`src/rtl/alu_mc.sv`:
```
// alu_mc: multi-cycle MIPS integer ALU.
// Single-cycle ops (shifts, logic, add/sub, slt/sltu, lui) register into result/zero.
// mult/multu/div/divu iterate for WIDTH cycles (shift-add / restoring divide) into hi/lo.
// Optional feature: define ALU_MC_OVERFLOW_EN to add the ovf output for add/sub.
module alu_mc #(
   parameter int unsigned WIDTH = 32,
   localparam int unsigned SHW  = $clog2(WIDTH)
) (
   input  logic             clk,
   input  logic             reset,
   input  logic             start,
   input  logic [4:0]       op,
   input  logic [WIDTH-1:0] a,
   input  logic [WIDTH-1:0] b,
   output logic [WIDTH-1:0] result,
   output logic             zero,
   output logic [WIDTH-1:0] hi,
   output logic [WIDTH-1:0] lo,
   output logic             busy,
   output logic             done,
   output logic             div_zero
`ifdef ALU_MC_OVERFLOW_EN
   ,
   output logic             ovf
`endif
);

   localparam logic [1:0] IDLE = 2'd0;
   localparam logic [1:0] RUN  = 2'd1;
   localparam logic [1:0] FIX  = 2'd2;

   logic [1:0]       state_q;
   logic [SHW-1:0]   cnt_q;
   logic [WIDTH-1:0] acc_q;     // product high half / partial remainder
   logic [WIDTH-1:0] q_q;       // multiplier -> product low half / dividend -> quotient
   logic [WIDTH-1:0] m_q;       // multiplicand or divisor magnitude
   logic [1:0]       op_q;
   logic             sa_q, sb_q, dz_q;
   logic [WIDTH-1:0] result_q, hi_q, lo_q;
   logic             zero_q, done_q, div_zero_q;

   // Single-cycle function of the live operands
   logic [SHW-1:0]   sh_a, sh_b;
   logic [WIDTH-1:0] sum, diff, alu_y;
   logic             alu_ovf;
   always_comb begin
      sh_a    = a[SHW-1:0];
      sh_b    = b[SHW-1:0];
      sum     = a + b;
      diff    = a - b;
      alu_y   = sum;
      alu_ovf = 1'b0;
      case (op[3:0])
         4'h1: alu_y = a << sh_b;
         4'h2: alu_y = a >> sh_b;
         4'h3: alu_y = $signed(a) >>> sh_b;
         4'h4: alu_y = b << sh_a;
         4'h5: alu_y = b >> sh_a;
         4'h6: alu_y = $signed(b) >>> sh_a;
         4'h7: alu_y = b << (WIDTH / 2);
         4'h8: begin
            alu_y   = sum;
            alu_ovf = (a[WIDTH-1] == b[WIDTH-1]) && (sum[WIDTH-1] != a[WIDTH-1]);
         end
         4'h9: begin
            alu_y   = diff;
            alu_ovf = (a[WIDTH-1] != b[WIDTH-1]) && (diff[WIDTH-1] != a[WIDTH-1]);
         end
         4'hA: alu_y = a & b;
         4'hB: alu_y = a | b;
         4'hC: alu_y = a ^ b;
         4'hD: alu_y = ~(a | b);
         4'hE: alu_y = {{(WIDTH-1){1'b0}}, ($signed(a) < $signed(b))};
         4'hF: alu_y = {{(WIDTH-1){1'b0}}, (a < b)};
         default: begin
            alu_y   = sum;
            alu_ovf = (a[WIDTH-1] == b[WIDTH-1]) && (sum[WIDTH-1] != a[WIDTH-1]);
         end
      endcase
   end

   // Operand magnitudes at launch; the most negative value maps to 2^(WIDTH-1) unsigned
   logic             sgn_in;
   logic [WIDTH-1:0] abs_a, abs_b;
   always_comb begin
      sgn_in = ~op[0];
      abs_a  = (sgn_in && a[WIDTH-1]) ? -a : a;
      abs_b  = (sgn_in && b[WIDTH-1]) ? -b : b;
   end

   // One iteration of shift-add multiply or restoring divide
   logic [WIDTH:0]   mul_sum, trial;
   logic [WIDTH-1:0] acc_nx, q_nx;
   always_comb begin
      mul_sum = {1'b0, acc_q} + {1'b0, (q_q[0] ? m_q : {WIDTH{1'b0}})};
      trial   = {acc_q, q_q[WIDTH-1]} - {1'b0, m_q};
      if (!op_q[1]) begin
         acc_nx = mul_sum[WIDTH:1];
         q_nx   = {mul_sum[0], q_q[WIDTH-1:1]};
      end else if (!trial[WIDTH]) begin
         acc_nx = trial[WIDTH-1:0];
         q_nx   = {q_q[WIDTH-2:0], 1'b1};
      end else begin
         acc_nx = {acc_q[WIDTH-2:0], q_q[WIDTH-1]};
         q_nx   = {q_q[WIDTH-2:0], 1'b0};
      end
   end

   // Sign correction of the unsigned iteration result
   logic             sgn_q;
   logic [2*WIDTH-1:0] prod;
   logic [WIDTH-1:0] hi_fix, lo_fix;
   always_comb begin
      sgn_q = ~op_q[0];
      prod  = {acc_q, q_q};
      if (sgn_q && (sa_q ^ sb_q)) prod = -prod;
      hi_fix = prod[2*WIDTH-1:WIDTH];
      lo_fix = prod[WIDTH-1:0];
      if (op_q[1]) begin
         if (dz_q) begin
            // q_q still holds |a|; restoring its sign gives back a
            hi_fix = (sgn_q && sa_q) ? -q_q : q_q;
            lo_fix = {WIDTH{1'b1}};
         end else begin
            hi_fix = (sgn_q && sa_q) ? -acc_q : acc_q;
            lo_fix = (sgn_q && (sa_q ^ sb_q)) ? -q_q : q_q;
         end
      end
   end

`ifdef ALU_MC_OVERFLOW_EN
   logic ovf_q;
`endif

   // Control FSM, single-cycle result registers and iterative datapath
   always_ff @(posedge clk) begin
      if (reset) begin
         state_q    <= IDLE;
         cnt_q      <= '0;
         acc_q      <= '0;
         q_q        <= '0;
         m_q        <= '0;
         op_q       <= '0;
         sa_q       <= 1'b0;
         sb_q       <= 1'b0;
         dz_q       <= 1'b0;
         result_q   <= '0;
         zero_q     <= 1'b1;
         hi_q       <= '0;
         lo_q       <= '0;
         done_q     <= 1'b0;
         div_zero_q <= 1'b0;
`ifdef ALU_MC_OVERFLOW_EN
         ovf_q      <= 1'b0;
`endif
      end else begin
         done_q <= 1'b0;
         case (state_q)
            IDLE: begin
               if (start) begin
                  div_zero_q <= 1'b0;
                  if (!op[4]) begin
                     result_q <= alu_y;
                     zero_q   <= (alu_y == '0);
                     done_q   <= 1'b1;
`ifdef ALU_MC_OVERFLOW_EN
                     ovf_q    <= alu_ovf;
`endif
                  end else begin
                     op_q  <= op[1:0];
                     sa_q  <= sgn_in & a[WIDTH-1];
                     sb_q  <= sgn_in & b[WIDTH-1];
                     acc_q <= '0;
                     cnt_q <= '0;
                     q_q   <= op[1] ? abs_a : abs_b;
                     m_q   <= op[1] ? abs_b : abs_a;
                     dz_q  <= op[1] && (b == '0);
                     state_q <= (op[1] && (b == '0)) ? FIX : RUN;
                  end
               end
            end
            RUN: begin
               acc_q <= acc_nx;
               q_q   <= q_nx;
               cnt_q <= cnt_q + 1'b1;
               if (cnt_q == SHW'(WIDTH - 1)) state_q <= FIX;
            end
            FIX: begin
               hi_q       <= hi_fix;
               lo_q       <= lo_fix;
               div_zero_q <= dz_q;
               done_q     <= 1'b1;
               state_q    <= IDLE;
            end
            default: state_q <= IDLE;
         endcase
      end
   end

   assign result   = result_q;
   assign zero     = zero_q;
   assign hi       = hi_q;
   assign lo       = lo_q;
   assign busy     = (state_q != IDLE);
   assign done     = done_q;
   assign div_zero = div_zero_q;
`ifdef ALU_MC_OVERFLOW_EN
   assign ovf      = ovf_q;
`else
   logic unused_ovf;
   assign unused_ovf = alu_ovf;
`endif

endmodule
```
`config.mk`:
```
export PLATFORM = sky130hd
export DESIGN_NAME = alu_mc
export DESIGN_NICKNAME = d
export VERILOG_FILES = /design/src/rtl/alu_mc.sv
export SDC_FILE = /design/constraint.sdc
export NUM_CORES = 2
export LEC_CHECK = 0
export CAP_MARGIN = 30
export CORE_MARGIN = 2
export CORE_UTILIZATION = 47
export CTS_CLUSTER_DIAMETER = 120
export DETAILED_ROUTE_END_ITERATION = 16
export DONT_BUFFER_PORTS = 1
export REMOVE_ABC_BUFFERS = 1
export SKIP_LAST_GASP = 1
export SYNTH_ARGS = -nofsm -noshare
export SYNTH_HDL_FRONTEND = slang
export SYNTH_SLANG_ARGS = --single-unit
```
`constraint.sdc`:
```
create_clock -name clk -period 6.66 [get_ports clk]
set_input_delay 0.333 -clock clk [delete_from_list [all_inputs] [get_ports clk]]
set_output_delay 0.333 -clock clk [all_outputs]
set_load 0.01 [all_outputs]
```
Word-level counts from Yosys, hierarchy flattened
Cells that the tools add are included.
Word-level totals
  flip-flop bits (word level): 207
  bits in latches: 0
  memory bits (writable): 0
  memory bits (read-only): 0
  input bits: 72
  output and inout bits: 100
  logic and storage cells: 116
  memories: 0
Operators by class
  add/sub/neg operators: 10
  $mul: 0
  div/mod/pow operators: 0
  magnitude comparators: 2
  equality and inequality tests: 20
  shift operators: 6
  muxes and demuxes: 37
  bitwise logic cells: 10
  reduce and logical (&&, ||, !) cells: 16
Operators by type and width (number)
  $mux 32: 19
  $pmux 32 s14: 1
  $neg 32->32: 4
  $pmux 32 s2: 2
  $logic_not 32->1: 2
  $lt 32x32->1: 2
  $mux 64: 1
  $neg 64->64: 1
  $shl 32x5->32: 2
  $shr 32x5->32: 2
  $sshr 32x5->32: 2
  $add 32x32->33: 1
  $sub 33x32->33: 1
  $add 32x32->32: 1
  $and 32x32->32: 1
  $not 32->32: 1
  $or 32x32->32: 1
  $sub 32x32->32: 1
  $xor 32x32->32: 1
  $eq 4x4->1 const B: 7
  $eq 4x3->1 const B: 4
  $reduce_and 3->1: 4
  $mux 5: 2
  $pmux 5 s2: 1
  18 further kinds: 37

Longest topological paths before layout
  word-level depth: 7
  depth in mapped cells: 19
  gate-level depth less buffers: 16

Worst setup path after synthesis
No wires, ideal clock.
  path type: input to register
  from: in b[2]
  to: reg zero_q, in the netlist zero
  library setup time: 0.084 ns
  arrival time: 4.318 ns
  setup slack: 2.258 ns
  cell stages on the path: 19
  path buffers: 5
  path through: buf_2 > inv_1 > buf_2 > buf_1 > clkbuf_1 > ha_1 > buf_2 > nor2b_1 > o211ai_1 > a2111oi_0 > a211oi_1 > a221o_1 > a2111oi_4 > o2111ai_1 > a211oi_2 > nand4b_1 > nor4_1 > nand4_1 > o31ai_2
On the way
  cells in the longest elaborated chain, start to end: 4
  elaborated cells between the ends (all ways): 16
  classes of those cells: 2 x add/sub; 2 x order compare; 6 x shift; 1 x mux; 4 x bitwise; 1 x reduce/logical
Ends and longest elaborated chain
  from (decl): line 14  | input logic [WIDTH-1:0] b,
  branches (longest 2 deep; another with $add 32x32->32)
  $pmux 32 s14 (*): line 53  | case (op[3:0])
  $logic_not 32->1 (*): line 164  | zero_q <= (alu_y == '0);
  to (signal assigned): line 164
  to (decl): line 40  | logic zero_q, done_q, div_zero_q;
Mark *: on every way between the ends.
A chain may end at the register's enable or synchronous reset.

Worst setup path in the final report
  from: reg state_q[0]
  to: reg zero_q, in the netlist zero
On the way
  cells in the longest elaborated chain, start to end: 2
Ends and longest elaborated chain
  from (decl): line 32  | logic [1:0] state_q;
  from (signal assigned): line 178  | state_q <= (op[1] && (b == '0)) ? FIX : RUN;
  $logic_not 2->1: line 158  | case (state_q)
  $reduce_and 3->1 (no line)
Every way passes these cells.

==> summary.txt <==
Synthesis
  – Post-synth EDFFs: 0
  – Sequential area share after synthesis: 0.1371
  – Synthesis Warnings: 0
  – Synth Instances: 4158
  – Top FF cell, synth: dfxtp_1
  – Yosys reg bits: 207
  – Asr flop ratio synth: 0
  – Netlist cell types: 102
  – Mapped Area: 30220 um2
  – Post-Syn Area per Cell: 7.267 um2

Clock network
  – Clk buf depth: 3
  – TritonCTS clock tree: yes
  – Clk_lat worst skew: 0.56 ns
  – CTS root buffer: clkbuf_16
  – Post-CTS setup repair buffer count: 0
  – Reg clk slew, reported paths: 0.06 ns
  – Htree depth: 1
  – TritonCTS buffer count: 26
  – Sink Count: 207

Critical path
  – Crit Reg-Reg Endpoint: zero$_SDFFE_PP1P_
  – Largest stage delay, worst path: 0.94 ns
  – CP dominant cell by count: nand4_1
  – Cells on worst reg2reg path: 12
  – Worst Path Buf+Inv: 1
  – CP arrival: 5.15 ns
  – Worst setup path category: flop to flop
  – Reg2reg setup slack: 1.99 ns
  – Largest delay share family, worst path: simple AND/OR/NAND/NOR gates
  – CP Cell Sequence: or2_1, or3b_1, buf_4, a2111oi_0, nand3_1, a211oi_1, nand4_1, a21boi_0, nand4b_1, nor4_1, nand4_1, o31ai_2
  – Reg-to-reg startpoint: state_q[0]$_SDFFE_PP0P_
  – Crit-path slowest cell: a2111oi_0
  – Worst Path Required: 7.14 ns
  – Crit start category: flop
  – Crit-path max FO: 25
  – Critical Path Sink Type: flop

STA
  – Fin Setup TNS: 0 ns
  – Slew Limit Fails: 0
  – Clk_skew: 0.03038 ns
  – Setup violators final: 0
  – Max transition margin: 0.1284
  – RSZ-0062 raised after global routing: false
  – Fmax: 214.0 MHz
  – Hold violation count in the final report: 0
  – Fin crit share: 0.7018
  – Worst-margin pin slew: 1.305 ns
  – Post-layout min period: 4.674 ns

Detailed routing
  – Number of remaining DRC errors: 0
  – TritonRoute pass-1 iters: 7
  – Via density per instance: 7.196
  – Initial DRC count: 4915
  – Via count: 34200
  – Final ANT Viol Nets: 0
  – Total routed wirelength: 161900 um
  – Wire per inst: 34.05 um

Floorplanning
  – Die W: 257.6 um
  – Initial Utilization: 0.4773
  – Rows: 92
  – Core footprint: 63310 um2
  – Die Footprint: 66330 um2
  – Top Ports: 172
  – Die height: 257.6 um

Pwr
  – Peak supply drop: 160.3 uV
  – P_leak: 11.72 nW
  – Total power draw: 5.025 mW
  – Cell Pwr Density: 160.4 nW/um2

Flow run
  – Max Cap Violations: 0

Hold path
  – Hold path cells: 2
  – WHS Endpoint: result[10]$_SDFFE_PP0P_
  – Hold crit path type: primary input to flop
  – Startpoint of the worst hold path: reset

Finish
  – Share of post-route cells with drive strength above 1: 0.08404
  – Reg area: 4149 um2
  – Area Growth Syn to Fin: 3.665%
  – Most frequent cells in the layout: 464 x nor2_1, 412 x nand2_1, 312 x a21oi_1, 245 x o21ai_0, 205 x dfxtp_1
  – Most common cell after layout, fill and taps aside: nor2_1
  – Multi-input gate area: 24010 um2
  – Filler instances: 6505
  – Fin util: 0.4948
  – Final nets: 4128

GRT
  – First-pass GRT wire length: 229400 um
  – Grt ovf: 0
  – Overall routing resource usage: 0.4688
  – Vias in the first global route: 31140
  – Largest net degree at the start of global routing: 141
  – Initial antenna violation count: 9

Placed design
  – Gp weighted congestion: 1.096
  – Final HPWL DP: 118800 um
  – Buffers on Ports: 0

Run status
  – Status: complete, no violations
==> stage by stage <==
stage	setup slack (ns)	hold slack (ns)	cells	area [um2]
floorplan	1.409	0.4021	3773	28610
global placement	1.858	0.4407	4685	30280
detailed placement	1.854	0.4458	4689	30310
CTS	2.110	0.00009942	4741	31240
global route	1.563	0.004531	4749	31310
finish	1.986	0.005849	4753	31320
==> worst max path at each step <==
stage                                  startpoint                endpoint  slack (ns)  depth (start not counted)
after detailed placement                     b[1]       zero$_SDFFE_PP1P_        1.85                         14
final                     state_q[0]$_SDFFE_PP0P_       zero$_SDFFE_PP1P_        1.99                         12
after global placement                       b[1]       zero$_SDFFE_PP1P_        1.86                         14
after CTS                 state_q[0]$_SDFFE_PP0P_       zero$_SDFFE_PP1P_        2.11                         12
after global routing          q_q[0]$_SDFFE_PP0P_  acc_q[29]$_SDFFE_PP0P_        1.56                         16
after floorplan              q_q[31]$_SDFFE_PP0P_  acc_q[19]$_SDFFE_PP0P_        1.41                         14
==> layer usage <==
| layer | share of wire | vias to the layer above | track usage |
|---|---|---|---|
| met5 | 0.00055 | - | 0 |
| met4 | 0.11 | 12 | 0.4297 |
| met3 | 0.12 | 681 | 0.1442 |
| met2 | 0.41 | 2556 | 0.6847 |
| met1 | 0.35 | 16130 | 0.5491 |
| li1 | - | 14820 | - |
==> power breakdown <==
group          leakage (nW)  internal (mW)  switching (mW)  total (mW)
Clock                 0.427          0.852           0.576        1.43
Sequential             1.69           1.31           0.111        1.42
Combinational          9.61          0.791            1.39        2.18
Total                  11.7           2.95            2.08        5.02
==> kinds of logic (layout without fill, tap and decap cells) <==
logic type                 after synthesis  after routing  share of synthesized area
AOI/OAI and AO/OA                     1260           1260                     0.2760
xor gates and xnor gates               258            258                    0.07478
adders and majority gates              171            171                    0.07180
buffers and inverters                  540            285                    0.07226
DFF                                    207            207                     0.1371
muxes                                  312            312                     0.1504
other                                    0              4                          0
and+or+nand+nor                       1410           1410                     0.2176
==> cells in the mapped netlist (all sizes together), types with 11 or more instances <==
master | number | area (um2)
a32oi | 12 | 105.1
a22oi | 38 | 285.3
and2 | 31 | 193.9
o21ai | 254 | 1271
a31oi | 47 | 294.0
mux4 | 111 | 2500
ha | 167 | 2090
nor4 | 45 | 294.0
xor2 | 82 | 718.2
o211ai | 131 | 983.4
nor3b | 12 | 90.09
mux2i | 175 | 1752
mux2 | 26 | 292.8
nor2b | 40 | 250.2
nand2b | 27 | 168.9
a311oi | 17 | 148.9
o22ai | 41 | 256.5
o21bai | 18 | 135.1
nand3 | 89 | 445.4
buf | 123 | 618.1
a211oi | 84 | 640.6
o221ai | 20 | 175.2
nor3 | 114 | 586.8
a21o | 55 | 414.2
or3 | 25 | 156.4
or2 | 20 | 125.1
a221oi | 21 | 183.9
nand4 | 44 | 281.5
o31ai | 22 | 170.2
o32ai | 14 | 122.6
nor2 | 467 | 1753
a221o | 14 | 140.1
o2111ai | 14 | 122.6
and3 | 25 | 156.4
a21oi | 313 | 1567
a2111oi | 17 | 170.2
xnor2 | 176 | 1541
or4 | 11 | 83.83
clkbuf | 262 | 983.4
o21a | 15 | 112.6
nand2 | 412 | 1546
dfxtp | 207 | 4144
inv | 150 | 563.0
==> registers in the layout (all words and copies together), names as in the netlist <==
register	cells
acc_q	32
hi	32
lo	32
m_q	32
q_q	32
result	32
cnt_q	5
op_q	2
state_q	2
div_zero	1
done	1
dz_q	1
sa_q	1
sb_q	1
zero	1
==> what timing repair did <==
action | 4_1_cts | 5_1_grt
hold endpoints to repair | 140 | 0
endpoints found under the setup margin | 0 | 0
resized for setup | 0 | 0
hold buffers | 6 | 0
==> layout make-up <==
cell class | count | area share
clock inverter | 7 | 0.002037
tap | 846 | 0.03379
sequential | 207 | 0.1325
timing repair buffer | 84 | 0.02117
multi-input combinational | 3411 | 0.7664
antenna | 4 | 0.0003196
clock buffer | 39 | 0.02524
inverter | 155 | 0.01857
Power figures use the tool's default switching activity.
